`src/rtl/attr_int_accumulator_pkg.sv`:
```
// ---------------------------------------------------------------------------
// attr_int_accumulator_pkg : shared widths, ASCII bounds and FSM encoding
// Revision 1.0
// ---------------------------------------------------------------------------
`default_nettype none

package attr_int_accumulator_pkg;

    localparam int CHAR_BITES          = 8;
    localparam int ATTRIBUTE_VAL_BITES = 16;

    localparam logic [CHAR_BITES-1:0] ASCII_ZERO = 8'd48;
    localparam logic [CHAR_BITES-1:0] ASCII_NINE = 8'd57;

    typedef enum logic [1:0] {
        IDLE  = 2'd0,
        ACCUM = 2'd1,
        EMIT  = 2'd2
    } acc_state_t;

    function automatic logic is_digit(input logic [CHAR_BITES-1:0] ch);
        return (ch >= ASCII_ZERO) && (ch <= ASCII_NINE);
    endfunction

endpackage

`default_nettype wire

```
`src/rtl/attr_int_accumulator_char_to_int.sv`:
```
// ---------------------------------------------------------------------------
// attr_int_accumulator_char_to_int : ASCII digit to value, 0 for non-digits
// Revision 1.0
// ---------------------------------------------------------------------------
`default_nettype none

module attr_int_accumulator_char_to_int
    import attr_int_accumulator_pkg::*;
(
    input  logic [CHAR_BITES-1:0] char_in,
    output logic [3:0]            int_val
);

    logic [CHAR_BITES-1:0] w_offset;

    assign w_offset = char_in - ASCII_ZERO;
    assign int_val  = is_digit(char_in) ? w_offset[3:0] : 4'd0;

endmodule

`default_nettype wire

```
`src/rtl/attr_int_accumulator.sv`:
```
// ---------------------------------------------------------------------------
// attr_int_accumulator : streaming decimal parser with saturating accumulator
// Revision 1.0
// ---------------------------------------------------------------------------
`default_nettype none

module attr_int_accumulator
    import attr_int_accumulator_pkg::*;
#(
    parameter int VAL_W = ATTRIBUTE_VAL_BITES
) (
    input  logic                  clk,
    input  logic                  resetn,
    input  logic [CHAR_BITES-1:0] char_in,
    input  logic                  char_valid,
    input  logic                  char_last,
    output logic                  char_ready,
    output logic [VAL_W-1:0]      val_out,
    output logic [CHAR_BITES-1:0] term_char,
    output logic                  overflow,
    output logic                  val_valid,
    input  logic                  val_ready
);

    localparam logic [VAL_W+3:0] C_MAX = {4'b0000, {VAL_W{1'b1}}};
    localparam logic [VAL_W+3:0] C_TEN = (VAL_W+4)'(10);

    acc_state_t        r_state;
    logic [VAL_W-1:0]  r_acc;
    logic              r_ovf;

    logic [3:0]        w_digit;
    logic              w_is_digit;
    logic              w_accept;
    logic [VAL_W+3:0]  w_sum;
    logic              w_sat;
    logic [VAL_W-1:0]  w_acc_next;
    logic              w_ovf_next;

    attr_int_accumulator_char_to_int u_char_to_int (
        .char_in (char_in),
        .int_val (w_digit)
    );

    // The converter maps non-digits to 0, so digit detection is separate.
    assign w_is_digit = is_digit(char_in);

    // Gated by resetn so the block never advertises ready while held in reset.
    assign char_ready = resetn && (r_state != EMIT);
    assign w_accept   = char_valid && char_ready;

    // Widened by 4 bits so acc*10+9 cannot wrap before the saturation compare.
    assign w_sum      = ({4'b0000, r_acc} * C_TEN) + {{VAL_W{1'b0}}, w_digit};
    assign w_sat      = (w_sum > C_MAX);
    assign w_acc_next = w_sat ? {VAL_W{1'b1}} : w_sum[VAL_W-1:0];
    assign w_ovf_next = r_ovf || w_sat;

    always_ff @(posedge clk) begin
        if (!resetn) begin
            r_state   <= IDLE;
            r_acc     <= '0;
            r_ovf     <= 1'b0;
            val_out   <= '0;
            term_char <= '0;
            overflow  <= 1'b0;
            val_valid <= 1'b0;
        end else begin
            case (r_state)
                IDLE: begin
                    if (w_accept && w_is_digit) begin
                        r_acc <= VAL_W'(w_digit);
                        r_ovf <= 1'b0;
                        if (char_last) begin
                            val_out   <= VAL_W'(w_digit);
                            term_char <= '0;
                            overflow  <= 1'b0;
                            val_valid <= 1'b1;
                            r_state   <= EMIT;
                        end else begin
                            r_state <= ACCUM;
                        end
                    end
                end
                ACCUM: begin
                    if (w_accept) begin
                        if (w_is_digit) begin
                            r_acc <= w_acc_next;
                            r_ovf <= w_ovf_next;
                            if (char_last) begin
                                val_out   <= w_acc_next;
                                term_char <= '0;
                                overflow  <= w_ovf_next;
                                val_valid <= 1'b1;
                                r_state   <= EMIT;
                            end
                        end else begin
                            val_out   <= r_acc;
                            term_char <= char_in;
                            overflow  <= r_ovf;
                            val_valid <= 1'b1;
                            r_state   <= EMIT;
                        end
                    end
                end
                EMIT: begin
                    if (val_ready) begin
                        val_valid <= 1'b0;
                        r_state   <= IDLE;
                    end
                end
                default: begin
                    val_valid <= 1'b0;
                    r_state   <= IDLE;
                end
            endcase
        end
    end

endmodule

`default_nettype wire

```
`config.mk`:
```
export PLATFORM = sky130hd
export DESIGN_NAME = attr_int_accumulator
export DESIGN_NICKNAME = d
export VERILOG_FILES = /design/src/rtl/attr_int_accumulator_pkg.sv /design/src/rtl/attr_int_accumulator_char_to_int.sv /design/src/rtl/attr_int_accumulator.sv
export SDC_FILE = /design/constraint.sdc
export NUM_CORES = 1
export LEC_CHECK = 0
export BUFFER_PORTS_ARGS = -buffer_cell sky130_fd_sc_hd__buf_4
export CAP_MARGIN = 20
export CORE_MARGIN = 4
export CORE_UTILIZATION = 45
export DETAILED_ROUTE_END_ITERATION = 7
export GPL_ROUTABILITY_DRIVEN = 0
export MAX_ROUTING_LAYER = met4
export PLACE_DENSITY = 0.67
export SLEW_MARGIN = 20
export SYNTH_ARGS = -nofsm -noshare
export SYNTH_HDL_FRONTEND = slang
export SYNTH_SLANG_ARGS = --single-unit
export TNS_END_PERCENT = 5
```
`constraint.sdc`:
```
create_clock -name clk -period 6.2 [get_ports clk]
set_input_delay 1.24 -clock clk [delete_from_list [all_inputs] [get_ports clk]]
set_output_delay 1.24 -clock clk [all_outputs]
set_load 0.05 [all_outputs]
```
* After elaboration in Yosys (flattened, before gate mapping)
Cells that the tools add are included.
** Cells by class
- Multiplexer cells :: 40
- Reduce and logical (&&, ||, !) cells :: 12
- Order comparisons :: 3
- $mul :: 1
- Add/subtract/negate cells :: 2
- Equality and inequality tests :: 9
** Operators by type and width (count)
- two-way mux 16 bit :: 9
- case mux 16 bit (2 select lines) :: 2
- two-way mux 8 bit :: 4
- adder 20 x 4 -> 20 bit :: 1
- greater-than comparator 20 x 16 -> 1 bit, second input constant :: 1
- multiplier 16 x 3 -> 19 bit, second input constant :: 1
- case mux 8 bit (2 select lines) :: 1
- two-way mux 1 bit :: 13
- two-way mux 2 bit :: 6
- inequality test 2 bit, second input constant :: 6
- >= comparator 8 x 6 -> 1 bit, second input constant :: 1
- less-or-equal comparator 8 x 6 -> 1 bit, second input constant :: 1
- AND reduction 4 bit :: 2
- case mux 2 bit (3 select lines) :: 1
- AND reduction 3 bit :: 2
- AND reduction 5 bit :: 1
- logical AND 1 bit :: 4
- two-way mux 4 bit :: 1
- case mux 1 bit (2 select lines) :: 2
- subtractor 4 x 1 -> 4 bit, second input constant :: 1
- inequality test 3 bit, second input constant :: 1
- case mux 1 bit (3 select lines) :: 1
- equality test 2 x 1 -> 1 bit, second input constant :: 1
- equality test 2 bit, second input constant :: 1
- 3 further kinds :: 3
** Storage, ports and cells
- Flip-flop bits (word level) :: 45
- Input bits :: 13
- Word-level logic and storage cells :: 74
- Output and inout bits :: 27

* Logic depth before layout (Yosys ltp)
- Depth after elaboration :: 10
- Mapped depth :: 15
- Gate-level depth less buffers :: 14

* Cells and area by module
Synthesis repeated with hierarchy kept, for this count alone.
** Second synthesis, totals
- Cell total of the unflattened synthesis :: 398
- Area total of the unflattened synthesis :: 3191.8 um^2
** Modules (own cells, without submodules)
- attr_int_accumulator :: cells an instance 392, sequential area each 900.9 um^2, area an instance 3119.2 um^2, instances 1
- attr_int_accumulator_char_to_int :: cells an instance 6, sequential area each 0.0 um^2, area an instance 72.6 um^2, instances 1

* Worst setup path before layout
OpenSTA, ideal clock, no wires.
- Path kind :: input -> register
- Start point :: input port char_in[1]
- End point :: register val_out[3]
- Buffers on the path :: 1
- Path slack :: 1.894 ns
- Stages on the path :: 14
- Data arrival time :: 4.171 ns
- Library setup time :: 0.135 ns
- Cells stage by stage :: o21ai_0 and4_1 clkbuf_1 and2_1 ha_1 a211oi_1 nor4b_1 and2b_1 and3_1 and3_1 nand4_2 mux2_4 o21ai_4 o211ai_1
** On the way
- Cells in the longest elaborated chain, start to end :: 10
** Ends and longest elaborated chain
- start: declaration :: RTL line attr_int_accumulator.sv:14 : input logic [CHAR_BITES-1:0] char_in,
- >= comparator 8 x 6 -> 1 bit / less-or-equal comparator 8 x 6 -> 1 bit (equally long branches) :: RTL line attr_int_accumulator_pkg.sv:22 : return (ch >= ASCII_ZERO) && (ch <= ASCII_NINE);
- logical AND 1 bit :: RTL line attr_int_accumulator_pkg.sv:22
- two-way mux 4 bit :: RTL line attr_int_accumulator_char_to_int.sv:17 : assign int_val = is_digit(char_in) ? w_offset[3:0] : 4'd0;
- adder 20 x 4 -> 20 bit :: RTL line attr_int_accumulator.sv:53 : assign w_sum = ({4'b0000, r_acc} * C_TEN) + {{VAL_W{1'b0}}, w_digit};
- greater-than comparator 20 x 16 -> 1 bit :: RTL line attr_int_accumulator.sv:54 : assign w_sat = (w_sum > C_MAX);
- two-way mux 16 bit :: RTL line attr_int_accumulator.sv:55 : assign w_acc_next = w_sat ? {VAL_W{1'b1}} : w_sum[VAL_W-1:0];
- two-way mux 16 bit :: RTL line attr_int_accumulator.sv:89 : if (char_last) begin
- two-way mux 16 bit :: RTL line attr_int_accumulator.sv:86 : if (w_is_digit) begin
- two-way mux 16 bit :: RTL line attr_int_accumulator.sv:85 : if (w_accept) begin
- case mux 16 bit (2 select lines) :: RTL line attr_int_accumulator.sv:68 : case (r_state)
- end signal: assignment :: RTL line attr_int_accumulator.sv:74 : val_out <= VAL_W'(w_digit);
- end signal: assignment :: RTL line attr_int_accumulator.sv:90 : val_out <= w_acc_next;
- end signal: assignment :: RTL line attr_int_accumulator.sv:97 : val_out <= r_acc;
- end: declaration :: RTL line attr_int_accumulator.sv:18 : output logic [VAL_W-1:0] val_out,
Several ways; a longest one is shown, not always the timed one. The select of a mux whose other input is x is not followed.
A chain may end at the register's enable or synchronous reset.

* Final worst setup path
- Start point :: input port char_in[1]
- End point :: register r_acc[10]
** On the way
- Cells in the longest elaborated chain, start to end :: 9
** Ends and longest elaborated chain
- >= comparator 8 x 6 -> 1 bit / less-or-equal comparator 8 x 6 -> 1 bit (equally long branches) :: RTL line attr_int_accumulator_pkg.sv:22
- logical AND 1 bit :: RTL line attr_int_accumulator_pkg.sv:22
- two-way mux 4 bit :: RTL line attr_int_accumulator_char_to_int.sv:17
- adder 20 x 4 -> 20 bit :: RTL line attr_int_accumulator.sv:53
- greater-than comparator 20 x 16 -> 1 bit :: RTL line attr_int_accumulator.sv:54
- two-way mux 16 bit :: RTL line attr_int_accumulator.sv:55
- two-way mux 16 bit :: RTL line attr_int_accumulator.sv:86
- two-way mux 16 bit :: RTL line attr_int_accumulator.sv:85
- case mux 16 bit (2 select lines) :: RTL line attr_int_accumulator.sv:68
- end signal: assignment :: RTL line attr_int_accumulator.sv:71 : r_acc <= VAL_W'(w_digit);
- end signal: assignment :: RTL line attr_int_accumulator.sv:87 : r_acc <= w_acc_next;
- end: declaration :: RTL line attr_int_accumulator.sv:29 : logic [VAL_W-1:0] r_acc;
Several ways; a longest one is shown, not always the timed one. The select of a mux whose other input is x is not followed.

==> metrics.md <==
| Metric | Value |
|---|---|
| Hold Path Cell Cnt | 2 |
| Status | complete, no violations |
| Yosys cell types | just under 70 |
| Clock tree buffer depth | 2 |
| Chip width | between 90 and 100 µm |
| Most frequent cells in the layout | nand2_1, dfxtp_1, buf_4 |
| # diodes | 0 |
| CTS tree | built |
| Die H | just over 90 µm |
| Post-synth EDFFs | 0 |
| Finished Layout Cells | around 510 |
| Peak VDD IR | between 0.00009 and 0.0001 V |
| Slew at the pin with the worst max-slew slack | around 0.86 ns |
| Ys Warns | 0 |
| CTS hold repair buffers | 0 |
| Worst Hold Class | flop to flop |
| Fmax | between 0.2 and 0.25 GHz |
| CP endpoint kind | flop |
| Share of the synthesized area in the top cell type | 0.276 |
| Placement Setup Slack | between 1 and 1.5 ns |
| CTS HTree Levels | 2 |
| Starting Density | 0.472 |
| Post-Syn Area per Cell | between 8 and 9 µm² |
| Design Power | slightly below 0.0005 W |
| Tmin final | 4.46 ns |
| Synth Flop Type | dfxtp_1 |
| Die area | around 8700 µm² |
| Clock Skews | roughly 0.0037 ns |
| CP arrival | 4.64 ns |
| R2R Setup Slk | ~2.5 ns |
| Row cnt | 30 |
| Top post-synthesis cells by area | dfxtp_1, ha_1, nand2_1 |
| Area growth syn-to-layout | 13.0% |
| Commonest non-fill, non-tap cell in the layout | nand2_1 |
| CP Data Required Time | between 6 and 7 ns |
| Placed cell count | slightly above 500 |
| # setup viols final | 0 |
| Post-Syn Area | between 3000 and 4000 µm² |
| Final net count | ~460 |
| Clk sinks | between 40 and 50 |
| Slew Viols, Final | 0 |
| Final ANT Viol Nets | 0 |
| PortBufs | 39 |
| DR WL/cell | between 15 and 20 µm |
| Maxcap violations | 0 |
| Global-route wire length before repair | between 10000 and 15000 µm |
| DRC violations left | 0 |
| Worst r2r dst | r_acc[10] |
| R2r worst-path depth | 12 |
| Layout cells sized above 1 | 0.158 |
| Hold Crit Endpoint | val_valid |
| Final worst-path cycle share | 0.719 |
| Sequential share of the synthesized area | 0.276 |
| Pre-antenna DRT Iters | 5 |
| Setup TNS Final | 0 ns |
| Antenna violations before repair | 0 |
| DR vias | between 2000 and 3000 |
| CTS root buf | clkbuf_8 |
| Slew HR | 0.425 |
| PostCTS Resize Cnt | 0 |
| Kind of start point of the critical path | primary input |
| Hold Path Origin | val_valid |
| Crit path max fanout | 12 |
| DPL Wire Length | around 6300 µm |
| GR Overflow Total | 0 |
| Ys async rst share | 0 |
| PnR worst setup slack | 1.74 ns |
| Filler cells | roughly 690 |
| CORE AREA | 6910 µm² |
| Vias per cell | ~5.8 |
| Syn nets | between 400 and 500 |
| Reg2reg start | r_acc[1] |
| Cts bufs inserted | 5 |
| Power per cell area | approximately 130 nW/µm² |
| Clk_lat worst skew | roughly 0.3 ns |
| Hold Slack | ~0.45 ns |
| I/O pin total | 40 |
| CP Class | primary input to flop |
| Largest net degree at the start of global routing | 39 |
| Initial drt markers | approximately 220 |
| GRT Total Usage | 0.206 |
| FF+latch count, synth | between 40 and 50 |
| Synth area leader | dfxtp_1 |
| Fin. Hold Viols | 0 |
| # Post-CTS Setup Buffers | 0 |
| Total Wirelength | roughly 8400 µm |
| Pleak | between 1.5 and 2 nW |
| Cells after Synth | 389 |
| Unrepaired setup endpoints after global routing | no |
| Reg clk slew, reported paths | ~0.080 ns |
| Number of global-route vias before repair | 2851 |
## critical path, stage by stage
cell,delay (ns)
buf_4,0.12
o21ai_0,0.19
and4_1,0.48
and2_1,0.24
ha_1,0.24
a211oi_1,0.10
nor4b_1,0.41
and2b_1,0.24
and3_1,0.20
and3_1,0.20
nand4_2,0.17
mux2_4,0.40
nor3_1,0.31
o21ai_1,0.12
## metal layers
metal	routed length, µm	up-vias	part of all wire	track usage
met4	95	0	0.011	0.0476
met3	470	10	0.056	0.0282
met5	0	-	0	-
met1	4020	1399	0.48	0.289
met2	3810	84	0.45	0.318
li1	-	1487	-	-
## final cells by class
class                   instances  area [µm²]  area share
repair buffers                 40         300      0.0815
well taps                      96         120      0.0326
inverters                       7        26.3     0.00714
flip-flops and latches         45         901       0.245
clock inverters                 1        7.51     0.00204
clock buffers                   7        76.3      0.0207
multi-input cells             318        2250       0.611
## synth_stat cells (all sizes together), types with 2 or more instances
cell	number
nand4b	2
xnor2	9
xor2	10
a31oi	7
mux2	2
ha	31
a221o	7
nor4	3
a22o	6
fa	2
nor3	6
clkbuf	14
mux2i	5
dfxtp	45
and2	8
a21o	6
nor2	29
and3	7
nor2b	9
or2	2
a21boi	2
o21ai	29
nand3	10
buf	5
o311ai	2
a211o	3
nand4	5
inv	7
nand2	54
o211ai	9
a311oi	2
nand3b	2
o31ai	5
nand2b	4
a211oi	5
a21oi	12
a22oi	12
## power breakdown
group          leakage, nW  switching [W]  total [W]  internal (W)
clock network       0.0385       0.000101   0.000181     0.0000799
logic                 1.23      0.0000152  0.0000244    0.00000922
registers            0.362    0.000000491   0.000290      0.000289
## cell families after synthesis
family,after synthesis,synth area share
AO/OA/AOI/OAI,112,0.255
XOR/XNOR,19,0.0534
adder cells (fa/ha/maj),33,0.131
buffers and inverters,26,0.0334
flip-flops,45,0.276
multiplexers,7,0.0273
AND/OR/NAND/NOR,147,0.224
## stage by stage
step	utilization	area, µm²
after CTS	0.533	3680
after global routing	0.533	3680
after global placement	0.521	3600
final	0.533	3680
after floorplan	-	3260
after detailed placement	0.521	3600
## worst max path at each step
| stage | start | to | slack, ns |
|---|---|---|---|
| 6_report | char_in[1] | r_acc[10] | 1.74 |
| 2_1_floorplan | char_in[1] | val_out[3] | 1.89 |
| 3_5_place_dp | char_in[1] | val_out[9] | 1.43 |
| 3_3_place_gp | char_in[1] | val_out[9] | 1.56 |
| 5_1_grt | char_in[1] | r_acc[10] | 1.41 |
| 4_1_cts | char_in[1] | val_out[9] | 1.74 |
## registers in the layout, summed over array words and instances (netlist names)
register	flops
val_out	16
r_acc	16
r_ovf	1
overflow	1
term_char	8
r_state	2
val_valid	1
(Power assumes the default switching activity.)
